`src/rtl/led_pattern_pkg.sv`:
```
// Shared constants for the LED pattern generator: mode codes, bounce
// direction and the per-mode seed pattern.
package led_pattern_pkg;

    localparam logic [1:0] MODE_ROTL   = 2'd0;
    localparam logic [1:0] MODE_ROTR   = 2'd1;
    localparam logic [1:0] MODE_BOUNCE = 2'd2;
    localparam logic [1:0] MODE_BLINK  = 2'd3;

    typedef enum logic {
        DIR_UP   = 1'b0,
        DIR_DOWN = 1'b1
    } dir_t;

    // Widest LED bank the seed helper covers; callers cast down to their WIDTH.
    localparam int SEED_W = 64;

    function automatic logic [SEED_W-1:0] seed(input logic [1:0] mode);
        if (mode == MODE_BLINK)
            return '1;
        return SEED_W'(1);
    endfunction

endpackage

```
`src/rtl/led_pattern_if.sv`:
```
// Control and LED bundle of the pattern generator; the controller side is
// the master, the generator the slave.
interface led_pattern_if #(
    parameter int WIDTH = 16,
    parameter int CNT_W = 32
) ();
    logic             en;
    logic [1:0]       mode;
    logic [CNT_W-1:0] period;
    logic [WIDTH-1:0] led;
    logic             tick;

    modport master (output en, output mode, output period, input led, input tick);
    modport slave  (input en, input mode, input period, output led, output tick);
endinterface

```
`src/rtl/led_pattern_step_divider.sv`:
```
// Period divider: counts enabled cycles and flags a step once the count
// reaches the programmed period; clr restarts the interval.
module step_divider #(
    parameter int CNT_W = 32
) (
    input  logic             clk,
    input  logic             rst_n,
    input  logic             en,
    input  logic             clr,
    input  logic [CNT_W-1:0] period,
    output logic             step
);

    logic [CNT_W-1:0] count;

    // >= rather than == so a period lowered below the count steps at once.
    assign step = en && !clr && (count >= period);

    always_ff @(posedge clk) begin
        if (!rst_n)
            count <= '0;
        else if (clr)
            count <= '0;
        else if (!en)
            count <= count;
        else if (step)
            count <= '0;
        else
            count <= count + CNT_W'(1);
    end

endmodule

```
`src/rtl/led_pattern.sv`:
```
// LED pattern generator: rotate-left, rotate-right, bounce and blink,
// advancing once per divider step. WIDTH must lie in 2..SEED_W.
module led_pattern
    import led_pattern_pkg::*;
#(
    parameter int WIDTH = 16,
    parameter int CNT_W = 32
) (
    input  logic         clk,
    input  logic         rst_n,
    led_pattern_if.slave bus
);

    logic [1:0]       mode_q, mode_d;
    dir_t             dir_q, dir_d;
    logic [WIDTH-1:0] led_q, led_d, led_seed;
    logic             tick_q, tick_d;
    logic             mode_chg;
    logic             step;

    assign mode_chg = (bus.mode != mode_q);
    assign led_seed = WIDTH'(seed(bus.mode));

    step_divider #(
        .CNT_W (CNT_W)
    ) u_div (
        .clk    (clk),
        .rst_n  (rst_n),
        .en     (bus.en),
        .clr    (mode_chg),
        .period (bus.period),
        .step   (step)
    );

    always_ff @(posedge clk) begin
        if (!rst_n) begin
            mode_q <= MODE_ROTL;
            dir_q  <= DIR_UP;
            led_q  <= WIDTH'(1);
            tick_q <= 1'b0;
        end else begin
            mode_q <= mode_d;
            dir_q  <= dir_d;
            led_q  <= led_d;
            tick_q <= tick_d;
        end
    end

    always_comb begin
        mode_d = mode_q;
        dir_d  = dir_q;
        led_d  = led_q;
        tick_d = 1'b0;
        if (mode_chg) begin
            mode_d = bus.mode;
            led_d  = led_seed;
            dir_d  = DIR_UP;
        end else if (step) begin
            tick_d = 1'b1;
            case (mode_q)
                MODE_ROTL: led_d = {led_q[WIDTH-2:0], led_q[WIDTH-1]};
                MODE_ROTR: led_d = {led_q[0], led_q[WIDTH-1:1]};
                MODE_BOUNCE: begin
                    // Turn around on reaching an end so each end lights for one step only.
                    if (dir_q == DIR_UP) begin
                        if (led_q[WIDTH-1]) begin
                            led_d = led_q >> 1;
                            dir_d = DIR_DOWN;
                        end else begin
                            led_d = led_q << 1;
                        end
                    end else begin
                        if (led_q[0]) begin
                            led_d = led_q << 1;
                            dir_d = DIR_UP;
                        end else begin
                            led_d = led_q >> 1;
                        end
                    end
                end
                default: led_d = ~led_q;
            endcase
        end
    end

    assign bus.led  = led_q;
    assign bus.tick = tick_q;

endmodule
```
`src/flat_wrapper.sv`:
```
// flat-port wrapper written by rule: the top's interface ports become plain ports
module led_pattern_flat import led_pattern_pkg::*;
#(
    parameter int WIDTH = 16,
    parameter int CNT_W = 32
)
  (clk, rst_n, bus_en, bus_mode, bus_period, bus_led, bus_tick);
  led_pattern_if #(.WIDTH(WIDTH), .CNT_W(CNT_W)) bus_i ();
  input  logic clk;
  input  logic rst_n;
  input wire logic [$bits(bus_i.en)-1:0] bus_en;
  input wire logic [$bits(bus_i.mode)-1:0] bus_mode;
  input wire logic [$bits(bus_i.period)-1:0] bus_period;
  output wire logic [$bits(bus_i.led)-1:0] bus_led;
  output wire logic [$bits(bus_i.tick)-1:0] bus_tick;
  assign bus_i.en = bus_en;
  assign bus_i.mode = bus_mode;
  assign bus_i.period = bus_period;
  assign bus_led = bus_i.led;
  assign bus_tick = bus_i.tick;
  led_pattern #(.WIDTH(WIDTH), .CNT_W(CNT_W)) u_core (.clk(clk), .rst_n(rst_n), .bus(bus_i));
endmodule
```
`config.mk`:
```
export PLATFORM = sky130hd
export DESIGN_NAME = led_pattern_flat
export DESIGN_NICKNAME = d
export VERILOG_FILES = /design/src/rtl/led_pattern_pkg.sv /design/src/rtl/led_pattern_if.sv /design/src/rtl/led_pattern_step_divider.sv /design/src/rtl/led_pattern.sv /design/src/flat_wrapper.sv
export SDC_FILE = /design/constraint.sdc
export NUM_CORES = 1
export LEC_CHECK = 0
export CORE_AREA = 5 5 84 86
export CTS_BUF_LIST = sky130_fd_sc_hd__clkbuf_16
export CTS_CLUSTER_SIZE = 16
export DETAILED_ROUTE_END_ITERATION = 8
export DIE_AREA = 0 0 89 91
export PLACE_DENSITY = 0.83
export SYNTH_ARGS = -nofsm -noshare
export SYNTH_HDL_FRONTEND = slang
export SYNTH_SLANG_ARGS = --single-unit
```
`constraint.sdc`:
```
create_clock -name clk -period 3.8 [get_ports clk]
set_input_delay 0.57 -clock clk [delete_from_list [all_inputs] [get_ports clk]]
set_output_delay 0.57 -clock clk [all_outputs]
set_load 0.01 [all_outputs]
```
==> After elaboration in Yosys (flattened, before gate mapping) <==
Index checks and enable logic that the tools add are counted.
{ "totals": {"output_inout_bits": 17, "elab_cells": 34, "reg_bits": 52, "input_bits": 37} }
{ "op_classes": {"n_lt_le_gt_ge": 1, "muxes": 14, "n_addsub": 1, "eq_ne": 4, "n_bitwise": 2, "n_reduce_logical": 7} }
{ "op_table": {"columns": ["op", "count"], "rows": [
  ["16-bit two-way mux", 7],
  ["16-bit case mux with 3 select lines", 1],
  ["32-bit by 1-bit adder with 32-bit output, second input constant", 1],
  ["32-bit greater-or-equal comparator", 1],
  ["32-bit two-way mux", 1],
  ["16-bit NOT", 1],
  ["1-bit two-way mux", 5],
  ["2-bit equality test, second input constant", 2],
  ["2-bit by 1-bit equality test with 1-bit output, second input constant", 1],
  ["1-bit logical AND", 2],
  ["2-bit logical NOT", 1],
  ["2-bit != test", 1],
  ["2-bit AND reduction", 1],
  ["2-bit nonzero test", 1],
  ["2-bit OR reduction", 1],
  ["1-bit logical NOT", 1],
  ["1-bit NOT", 1]
]} }

==> Depth between registers and ports, before layout <==
{ "depth": {"depth_word": 6, "mapped_depth": 9, "mapped_depth_nobuf": 8} }

==> Hierarchy <==
From an unflattened synthesis, not the netlist that was laid out.
{ "hier_totals": {"cells_unflattened": 440, "hier_area_um2": 3736.1} }
{ "modules_own_cells": {"columns": ["mod", "seq_area_each_um2", "area_per_inst_um2", "n_inst", "cells_each"], "rows": [
  ["step_divider", 640.6, 2534.9, 1, 290],
  ["led_pattern", 400.4, 1201.2, 1, 150]
]} }

==> Worst setup path before layout <==
OpenSTA, ideal clock, no wires.
{ "synth_path": {"path_type": "input to register", "start": "input bus_period[0]", "end": "register u_core.led_q[10], in the netlist u_core.bus.led[10]", "path_buffers": 1, "arrival_ps": 2347, "setup_time_ps": 121, "stages": 8, "required_ps": 3679, "path_slack_ps": 1331, "path_cell_list": "ha_1 nand2b_1 a2111o_1 a32o_1 o21ai_2 nand2_4 buf_6 mux2_4"} }
{ "synth_via": {"elab_chain_cells": 3} }
{ "synth_lines": {"columns": ["element", "line_no", "text"], "rows": [
  ["start, declared", "flat_wrapper.sv:13", "input wire logic [$bits(bus_i.period)-1:0] bus_period;"],
  ["32-bit greater-or-equal comparator", "led_pattern_step_divider.sv:17", "assign step = en && !clr && (count >= period);"],
  ["1-bit logical AND", "led_pattern_step_divider.sv:17", null],
  ["2-bit nonzero test (no line)", null, null],
  ["end signal, assigned", "led_pattern.sv:44", "led_q <= led_d;"],
  ["end, declared", "led_pattern.sv:16", "logic [WIDTH-1:0] led_q, led_d, led_seed;"]
]} }
No other way between the ends.
A chain may end at the register's enable or synchronous reset.

==> Worst setup path in the final report <==
{ "layout_path": {"start": "input bus_period[30]", "end": "register u_core.u_div.count[13]"} }
{ "layout_via": {"elab_chain_cells": 3} }
{ "layout_lines": {"columns": ["element", "line_no", "text"], "rows": [
  ["32-bit greater-or-equal comparator", "led_pattern_step_divider.sv:17", null],
  ["1-bit logical AND", "led_pattern_step_divider.sv:17", null],
  ["32-bit two-way mux", "led_pattern_step_divider.sv:26", "else if (step)"],
  ["end signal, assigned", "led_pattern_step_divider.sv:25", "count <= count;"],
  ["end signal, assigned", "led_pattern_step_divider.sv:29", "count <= count + CNT_W'(1);"],
  ["end, declared", "led_pattern_step_divider.sv:14", "logic [CNT_W-1:0] count;"]
]} }
No other way between the ends.

==> flow_summary.ini <==
[clock_network]
path_clk_slew_ns = 0.07
clk_latency_ns = 0.29
clockBufferDepth = 2
tritoncts = yes
cts_sinks = 52
htree_levels = 2
numCtsBuffers = 5
cts-root-buf = clkbuf_16
cts_hold_buffers = 0
cts_resized = 0
post_cts_buffers = 0

[sta]
slew_headroom_pct = 42.3
finClkSkew_ns = 0.00706
setup_viol = 0
tightest_slew_ns = 0.860
finalCritPeriodShare_pct = 72.6
timing.final.ws_setup_ns = 1.04
rsz0062_at_grt = no
slew_viol_final = 0
hold_viol = 0
fmax_mhz = 362
fin_crit_ns = 2.76
setup_tns_ns = 0

[die]
die_w_um = 89
initial_utilization_pct = 56.6
die_area_sq_mm = 0.00810
die_h_um = 91
pin_count = 54
core_region_area_sq_mm = 0.00620
std_cell_rows = 29

[critical_path]
rrSetupSlack_ns = 1.31
cp_top_family = simple AND/OR/NAND/NOR gates
critical_path_class = in2reg
critical_path_buf_inv_count = 3
critical_path.endpoint_type = flip-flop
slowest_stage = clkdlybuf4s50_1
required_ns = 3.97
startpoint_type = input port
cp_max_fo = 26
rr_worst_depth = 6
regToRegEndpoint = u_core.bus.led[12]
reg2reg_from = u_core.mode_q[1]
cpPeakStageDelay_ns = 0.46
cp_cell_sequence = clkdlybuf4s50_1, inv_1, ha_1, and4_1, nand2_1, nor4_1, o21ai_2, nand3_1, buf_4, nor2_1
cp_num_cells = 10
arrival_ns = 2.93

[synthesis]
ys_types = 44
syn_avg_cell_area_sq_um = 7.72
yosysSeqAreaShare_pct = 29.6
syn_area_sq_mm = 0.00351
yosys_warnings = 0
netlist_instances = 455
synth_nets = 525
ys_seq_elements = 52

[global_route]
overflow = 0
grt_max_degree = 31
grt_pass1_vias = 3148
antenna_found_initial = 0
grt_pass1_wl_um = 13400
grtUsageTotal_pct = 19.9

[placement]
dp_hpwl_um = 5780
gp_congestion = 0.826
port_buffers = 53
pre_cts_slack_ns = 0.723
place_area_sq_mm = 0.00407

[worst_hold_path]
worstHoldStart = u_core.u_div.count[0]
whs_path_depth = 2
hold_class = reg2reg
worstHoldEndpoint = u_core.u_div.count[0]

[cells_and_area]
fillers = 510
finalInstanceArea_sq_mm = 0.00421
final_layout_size_suffix_gt1_share_pct = 5.21
nets = 569
diodes = 0
area_growth_pct = 19.8

[power]
total_power_w = 0.00123
powerDensity_mw_per_mm2 = 291
p_leak_nw = 1.75
ir_drop_mv = 0.180

[run]
drv_cap = 0

[drt]
drc = 0
vias = 3237
dr.first_iter.drc_count = 161
vias_per_cell = 5.62
ant_nets = 0
routed_wl_um = 7830
first_pass_iters = 4
wl_per_cell_um = 13.6

[run_status]
outcome = complete, no violations
through the flow:
stage	cells	util (%)	hold slack [ns]
after floorplan	455	-	0.466
after global placement	569	65.6	0.497
after detailed placement	569	65.6	0.505
after CTS	576	67.9	0.529
after global routing	576	67.9	0.558
final	576	67.9	0.528
placed cells by master (no fill, tap or decap), drive strengths merged, types with 2 or more instances in the layout:
cell,instances
a211oi,2
buf,2
nor2,89
nor2b,3
a311oi,12
nand3,12
clkbuf,5
nor3,3
mux2i,2
clkdlybuf4s50,53
mux2,16
nand2b,2
xor2,16
xnor2,16
ha,33
nand4,12
and2,4
o21ai,26
and4,5
inv,43
nand2,34
dfxtp,52
and3,7
a21oi,32
a32o,2
worst register-to-register path: cells and delay by family (launching register included):
kind            cells  cell delay [ns]
flops               1             0.57
simple gates        3             1.03
buf+inv             1             0.31
compound gates      1             0.20
mux                 1             0.27
registers in the layout (all words and copies together), names as in the netlist:
name	count
u_core.bus.led	16
u_core.bus.tick	1
u_core.dir_q	1
u_core.mode_q	2
u_core.u_div.count	32
final cells by class:
| type | instances | area, sq um | area share (%) |
|---|---|---|---|
| clock buffers | 5 | 125 | 2.97 |
| repair buffers | 55 | 546 | 13.0 |
| well taps | 77 | 96.3 | 2.29 |
| inverters | 43 | 161 | 3.83 |
| flip-flops and latches | 52 | 1040 | 24.7 |
| clock inverters | 2 | 12.5 | 0.297 |
| multi-input cells | 342 | 2230 | 52.9 |
metal layers:
layer | vias to the layer above | GRT usage (%) | wire (um) | share of wire [%]
li1 | 1642 | - | - | -
met1 | 1513 | 24.8 | 3550 | 45
met4 | 0 | 5.58 | 67 | 0.86
met2 | 76 | 35.3 | 3900 | 50
met3 | 6 | 2.44 | 320 | 4.1
met5 | - | 0 | 0 | 0
power by group:
group / switching, W / leakage, nW / total, W / internal (W)
registers: 0.0000233 / 0.422 / 0.000584 / 0.000561
clock network: 0.000196 / 0.0657 / 0.000436 / 0.000239
logic: 0.0000944 / 1.26 / 0.000205 / 0.000110
worst max path at each step:
stage / from / to / slack, ns
after CTS: bus_period[0] / u_core.u_div.count[13] / 1.02
after global placement: bus_period[27] / u_core.bus.led[8] / 0.81
after detailed placement: bus_period[27] / u_core.u_div.count[13] / 0.72
after floorplan: bus_period[0] / u_core.bus.led[10] / 1.33
final: bus_period[30] / u_core.u_div.count[13] / 1.04
after global routing: bus_period[14] / u_core.u_div.count[13] / 0.85
synthesized netlist by cell type:
cell,instances,area (sq um)
nor2_1,89,334
mux2_4,6,90.1
o21ai_0,23,115
nand2_1,33,124
a211o_1,1,8.76
nand3_1,12,60.1
xnor2_1,16,140
mux2_1,1,11.3
and3_1,7,43.8
dfxtp_1,52,1040
a211oi_1,2,15.0
mux2_2,9,101
o22ai_1,1,6.26
a32oi_1,1,8.76
inv_1,43,161
a21oi_1,32,160
nor3_1,3,15.0
nor3b_1,1,7.51
a221o_1,1,10.0
nor2b_1,3,18.8
nor4_1,1,6.26
and3b_1,1,8.76
buf_6,1,11.3
a21o_1,1,7.51
a21boi_0,1,7.51
nand4_1,12,75.1
o2bb2ai_1,1,8.76
a2111o_1,1,11.3
a221oi_1,1,8.76
ha_1,33,413
buf_2,6,30.0
and4_1,5,43.8
mux2i_1,2,20.0
a32o_1,2,20.0
xor2_1,16,140
o21ai_2,1,8.76
and2_1,4,25.0
clkbuf_1,11,41.3
nand2_4,1,11.3
a31oi_1,1,6.26
a311oi_1,12,105
o32ai_1,1,8.76
o21ai_1,2,10.0
nand2b_1,2,12.5
logic make-up (layout without fill, tap and decap cells):
| group | Yosys count | after routing | share of synthesized area, % |
|---|---|---|---|
| compound gates | 85 | 85 | 15.0 |
| mux | 18 | 18 | 6.34 |
| simple gates | 174 | 174 | 22.4 |
| fa+ha+maj | 33 | 33 | 11.8 |
| xor+xnor | 32 | 32 | 7.98 |
| flops | 52 | 52 | 29.6 |
| buf+inv | 61 | 105 | 6.94 |
Power figures use the tool's default switching activity.
